### config.mk
export PLATFORM = sky130hd
export DESIGN_NAME = mem_arbiter
export DESIGN_NICKNAME = d
export VERILOG_FILES = /design/src/rtl/mem_arbiter.sv
export SDC_FILE = /design/constraint.sdc
export NUM_CORES = 1
export LEC_CHECK = 0
export CORE_AREA = 2 2 173 175
export DETAILED_ROUTE_END_ITERATION = 8
export DIE_AREA = 0 0 175 177
export GPL_TIMING_DRIVEN = 1
export MAX_ROUTING_LAYER = met4
export PLACE_DENSITY = 0.7
export SYNTH_ARGS = -nofsm -noshare
export SYNTH_HDL_FRONTEND = slang
export SYNTH_SLANG_ARGS = --single-unit
### constraint.sdc
create_clock -name clk -period 3.05 [get_ports clk]
set_input_delay 0.4575 -clock clk [delete_from_list [all_inputs] [get_ports clk]]
set_output_delay 0.4575 -clock clk [all_outputs]
set_load 0.1 [all_outputs]
### src/rtl/mem_arbiter.sv
// mem_arbiter: round-robin arbiter of three requesters onto one time-paced PSRAM controller
module mem_arbiter #(
    parameter int INIT_WAIT  = 8448,
    parameter int WR_HOLD    = 32,
    parameter int RD_GAP     = 8,
    parameter int RD_TIMEOUT = 255
) (
    input  logic         clk,
    input  logic         rst,
    input  logic [2:0]   req_read_i,
    input  logic [2:0]   req_write_i,
    input  logic [59:0]  req_addr_i,
    input  logic [191:0] req_wrdata_i,
    output logic [2:0]   req_ack_o,
    output logic [2:0]   rsp_valid_o,
    output logic [63:0]  rsp_rddata_o,
    output logic         rsp_err_o,
    output logic [19:0]  mem_addr_o,
    output logic         mem_read_o,
    output logic         mem_write_o,
    output logic [63:0]  mem_wrdata_o,
    input  logic         mem_ready_i,
    input  logic [31:0]  mem_rddata_i
);
    typedef enum logic [2:0] {INIT, IDLE, ISSUE, RD_BEAT1, RD_BEAT2, RESP, HOLD} state_t;
    localparam logic [13:0] INIT_W = 14'(INIT_WAIT);
    localparam logic [13:0] WR_H   = 14'(WR_HOLD);
    localparam logic [13:0] RD_G   = 14'(RD_GAP);
    localparam logic [13:0] RD_T   = 14'(RD_TIMEOUT);
    state_t      state_q, state_d;
    logic [13:0] cnt_q, cnt_d, dec;
    logic [1:0]  last_q, last_d, id_q, id_d, p0, p1, p2, win;
    logic        rd_q, rd_d, err_q, err_d, rerr_q, done;
    logic [19:0] addr_q, addr_d;
    logic [63:0] wdata_q, wdata_d, rdata_q;
    logic [31:0] hi_q, hi_d, lo_q, lo_d;
    logic [2:0]  req;
    function automatic logic [1:0] nxt(input logic [1:0] x);
        return (x == 2'd2) ? 2'd0 : x + 2'd1;
    endfunction
    assign req  = req_read_i | req_write_i;
    assign p0   = nxt(last_q);
    assign p1   = nxt(p0);
    assign p2   = nxt(p1);
    assign win  = req[p0] ? p0 : req[p1] ? p1 : p2;
    // a load of 0 or 1 both last one cycle; the counter never wraps
    assign done = cnt_q <= 14'd1;
    assign dec  = (cnt_q == 14'd0) ? 14'd0 : cnt_q - 14'd1;
    assign req_ack_o    = (state_q == ISSUE) ? (3'b001 << id_q) : 3'b000;
    assign rsp_valid_o  = (state_q == RESP) ? (3'b001 << id_q) : 3'b000;
    assign mem_read_o   = (state_q == ISSUE) && rd_q;
    assign mem_write_o  = (state_q == ISSUE) && !rd_q;
    assign mem_addr_o   = addr_q;
    assign mem_wrdata_o = wdata_q;
    assign rsp_rddata_o = rdata_q;
    assign rsp_err_o    = rerr_q;
    // next-state: arbitration, command issue, beat capture and idle pacing
    always_comb begin
        state_d = state_q;
        cnt_d   = cnt_q;
        last_d  = last_q;
        id_d    = id_q;
        rd_d    = rd_q;
        addr_d  = addr_q;
        wdata_d = wdata_q;
        hi_d    = hi_q;
        lo_d    = lo_q;
        err_d   = err_q;
        case (state_q)
            INIT: begin
                state_d = done ? IDLE : INIT;
                cnt_d   = dec;
            end
            IDLE: if (|req) begin
                state_d = ISSUE;
                id_d    = win;
                last_d  = win;
                rd_d    = req_read_i[win];
                addr_d  = req_addr_i[20*win +: 20];
                wdata_d = req_wrdata_i[64*win +: 64];
            end
            ISSUE: begin
                state_d = rd_q ? RD_BEAT1 : HOLD;
                cnt_d   = rd_q ? RD_T : WR_H;
                err_d   = 1'b0;
            end
            RD_BEAT1: begin
                cnt_d = dec;
                if (mem_ready_i) begin
                    hi_d    = mem_rddata_i;
                    state_d = RD_BEAT2;
                end else if (done) begin
                    err_d   = 1'b1;
                    state_d = RESP;
                end
            end
            RD_BEAT2: begin
                cnt_d = dec;
                if (mem_ready_i) begin
                    lo_d    = mem_rddata_i;
                    state_d = RESP;
                end else if (done) begin
                    err_d   = 1'b1;
                    state_d = RESP;
                end
            end
            RESP: begin
                state_d = HOLD;
                cnt_d   = RD_G;
            end
            HOLD: begin
                state_d = done ? IDLE : HOLD;
                cnt_d   = dec;
            end
            default: begin
                state_d = INIT;
                cnt_d   = INIT_W;
            end
        endcase
    end
    // state registers; the response data is captured on entry to RESP so it holds until the next response
    always_ff @(posedge clk) begin
        if (rst) begin
            state_q <= INIT;
            cnt_q   <= INIT_W;
            last_q  <= 2'd2;
            id_q    <= 2'd0;
            rd_q    <= 1'b0;
            addr_q  <= '0;
            wdata_q <= '0;
            hi_q    <= '0;
            lo_q    <= '0;
            err_q   <= 1'b0;
            rdata_q <= '0;
            rerr_q  <= 1'b0;
        end else begin
            state_q <= state_d;
            cnt_q   <= cnt_d;
            last_q  <= last_d;
            id_q    <= id_d;
            rd_q    <= rd_d;
            addr_q  <= addr_d;
            wdata_q <= wdata_d;
            hi_q    <= hi_d;
            lo_q    <= lo_d;
            err_q   <= err_d;
            if (state_d == RESP) begin
                rdata_q <= {hi_d, lo_d};
                rerr_q  <= err_d;
            end
        end
    end
endmodule

==> key figures <==
Timing
  – Final setup viols: 0
  – RSZ-0062 raised after global routing: false
  – Max-slew violation count: 0
  – Hold Fails Final Rpt: 0
  – Worst Tran Pin Value: 600 ps
  – Worst rel slew slack: 0.600
  – TNS Setup: 0 ps
  – Top achievable clock speed: 0.343 GHz
  – Final period util: 0.956
  – Minimum clock period: around 3000 ps
  – Final setup skew: 21.6 ps

Final layout
  – Layout cells sized above 1: 0.197
  – Cell area after layout: 0.0157 mm2
  – Final #Nets: 1819
  – Syn-to-layout area delta: 51.9%
  – Fillers: 2610

Placed design
  – # port buffers: 449
  – Area after DPL: ~0.015 mm2
  – Placer Congestion: 0.934
  – Dpl hpwl: 25.4 mm

Setup path
  – Slowest stage delay, CP: 540 ps
  – Largest delay share family, worst path: simple AND/OR/NAND/NOR gates
  – Crit-path max FO: 17
  – Critical path cell sequence: or4_1 -> or3_4 -> nor4_4 -> mux2i_1 -> o211ai_4 -> buf_4 -> mux2_4
  – Required @ worst endpoint: 3470 ps
  – CP Class: reg -> reg
  – CP max-delay cell: or4_1
  – CP endpoint kind: flop
  – CP startpoint kind: flop
  – Worst EP arrival: 3340 ps
  – Reg2reg setup slack: between 100 and 150 ps
  – Critical path buffer and inverter count: 1

Synth
  – Synth area leaders: dfxtp_1 46%, mux2i_1 8.3%, mux2_4 7.3%, nand2_1 5.2%, nor2_1 4.9%
  – Yosys top cell by area: dfxtp_1
  – Mapped Cells: 1109
  – Mapped Area: around 0.010 mm2
  – Async set-reset flop share out of synthesis: 0
  – Synthesized area per cell: approximately 9.3 um2
  – Number of enable flip-flop cells after synthesis: 0
  – FF+latch count, synth: 235
  – Post-synth net total: 1404
  – Synth Flop Type: dfxtp_1
  – Yosys cell types: 53
  – Sequential area share after synthesis: 0.456
  – Share of the synthesized area in the top cell type: 0.456
  – Yosys warns: 0

Clocking
  – Cts hold-fix bufs: 0
  – Resized Gates After CTS: 0
  – Clock sink count: roughly 240
  – Clk buf depth: 3
  – CTS root buf: clkbuf_16
  – TritonCTS Buffers: 27
  – CTS tree: built
  – Skew-Pair Late Insertion Delay: 550 ps
  – Clock-pin slew on the worst setup and hold paths: 60 ps
  – H-tree depth: 1
  – Setup bufs post-CTS: 0

Outcome
  – Status: complete, no violations

Power
  – Internal cell power: 5.30 mW
  – Static leakage: 6.17 nW
  – Sw Pwr: approximately 1.6 mW
  – Share of total power in the clock network: 0.435
  – Reg power frac: 0.452
  – Switching part of the total: 0.235
  – Pwr dens: ~440 mW/mm2
  – Combinational power share: 0.113
  – VDD IR-drop max: 392 uV

Route
  – Vias: 9759
  – Remaining DRCs: 0
  – Routed wl met2: 16.7 mm
  – Iteration-0 DRC Markers: 587
  – Wire per inst: between 15 and 20 um
  – DRT antenna net count: 0
  – Vias per cell: 5.05
  – DR pass1 iterations: 7
  – M1 WL: about 15 mm
  – Top Layer Used: met4
  – Metal3 WL: 2.52 mm
  – Drt total wl: ~36 mm

Worst hold path
  – Worst min path class: in -> reg

Floorplanning
  – Core Box Area: 0.0292 mm2
  – Std cell rows: 63
  – Die Span Y: 177 um
  – DIE AREA: ~0.031 mm2
  – Initial Utilization: 0.353
  – Io pins: 450
  – Chip width: around 180 um

Global route
  – Antenna violations before repair: 1
  – Grt ovf: 0
  – Vias in the first global route: around 9500
  – Total track usage: 0.224
  – First-pass GRT wire length: 53.3 mm
  – Largest net degree at the start of global routing: 74

Run
  – Max-cap violations: 0
worst paths after layout:
kind | endpoint | cells after the start | start
worst min register to register | lo_q[4] | 2 | lo_q[4]
worst min-delay path | cnt_q[6] | 2 | rst
worst max-delay path | rsp_rddata_o[62] | 7 | cnt_q[10]
worst max register to register | rsp_rddata_o[62] | 7 | cnt_q[10]
kinds of logic (layout without fill, tap and decap cells):
group	after synthesis	count (layout)	share of synthesized area
AND/OR/NAND/NOR	391	391	0.171
buffers and inverters	95	526	0.0437
XOR/XNOR	5	5	0.00424
other	0	1	0
AO/OA/AOI/OAI	230	230	0.150
flip-flops	235	235	0.456
multiplexers	151	151	0.173
adder cells (fa/ha/maj)	2	2	0.00243
flip-flops by register name, indices dropped and copies added (netlist names), 2 cells and up:
| name | cells |
|---|---|
| mem_addr_o | 20 |
| hi_q | 32 |
| rsp_rddata_o | 64 |
| mem_wrdata_o | 64 |
| lo_q | 32 |
| last_q | 2 |
| state_q | 3 |
| cnt_q | 14 |
metrics by stage:
stage / power, mW / utilization / setup WS (ps) / cells / hold slack, ps
3_5_place_dp: 3.98 / 0.508 / 159 / 1885 / 452
5_1_grt: 7.20 / 0.536 / 68.5 / 1931 / 439
3_3_place_gp: 3.97 / 0.508 / 192 / 1885 / 446
6_report: 6.93 / 0.536 / 134 / 1931 / 450
4_1_cts: 7.01 / 0.536 / 155 / 1930 / 418
2_1_floorplan: 3.49 / - / 373 / 1109 / 437
area by class of cell:
class / count / area (um2) / area share
inverter: 6 / 22.5 / 0.00144
tap: 390 / 488 / 0.0311
multi-input combinational: 779 / 5220 / 0.333
antenna: 1 / 2.50 / 0.000160
clock buffer: 38 / 757 / 0.0483
timing repair buffer: 475 / 4420 / 0.282
sequential: 235 / 4700 / 0.300
clock inverter: 7 / 50.0 / 0.00319
metal layers:
| layer | up-vias | global-route usage |
|---|---|---|
| met3 | 68 | 0.0518 |
| met4 | 0 | 0.0844 |
| met5 | - | - |
| met2 | 370 | 0.365 |
| li1 | 4720 | - |
| met1 | 4601 | 0.270 |
synth_stat cells (13+ instances only):
cell type  number
mux2i_1        86
a2111oi_0      50
dfxtp_1       235
o22ai_1        35
nor2_1        134
a22oi_1        35
nor2b_1        68
nand2_1       142
clkbuf_1       73
o21ai_0        13
mux2_4         50
mux2_2         15
a21oi_1        72
layout by cell type, fill, tap and decap left out, types with 2 or more instances in the layout:
master             n
nor3b_1            2
o21ai_0           13
nand2_1          142
or2_2              4
clkdlybuf4s50_1  291
nor2_1           134
nand2b_1          11
buf_12            10
o21bai_1           2
clkbuf_1           7
nor2b_1           68
o22ai_1           35
a2111oi_0         50
inv_1              6
a31oi_1            7
or3_1              3
nor3_1             8
dfxtp_1          235
a21oi_1           71
xor2_1             4
ha_1               2
mux2i_1           86
mux2_2            15
a21o_1             3
buf_4            173
mux2_4            50
clkbuf_16         27
a22oi_1           35
nor3_2             3
clkbuf_8           4
nand3_1            6
clkinv_2           6
power by group through the flow:
stage                     Sequential [mW]  Combinational, mW  Clock, mW
after floorplan                      3.21              0.283          0
after global routing                 3.14              0.836       3.23
after global placement               3.20              0.775          0
after detailed placement             3.20              0.779          0
final                                3.13              0.782       3.02
after CTS                            3.13              0.784       3.09
Power figures use the tool's default switching activity.
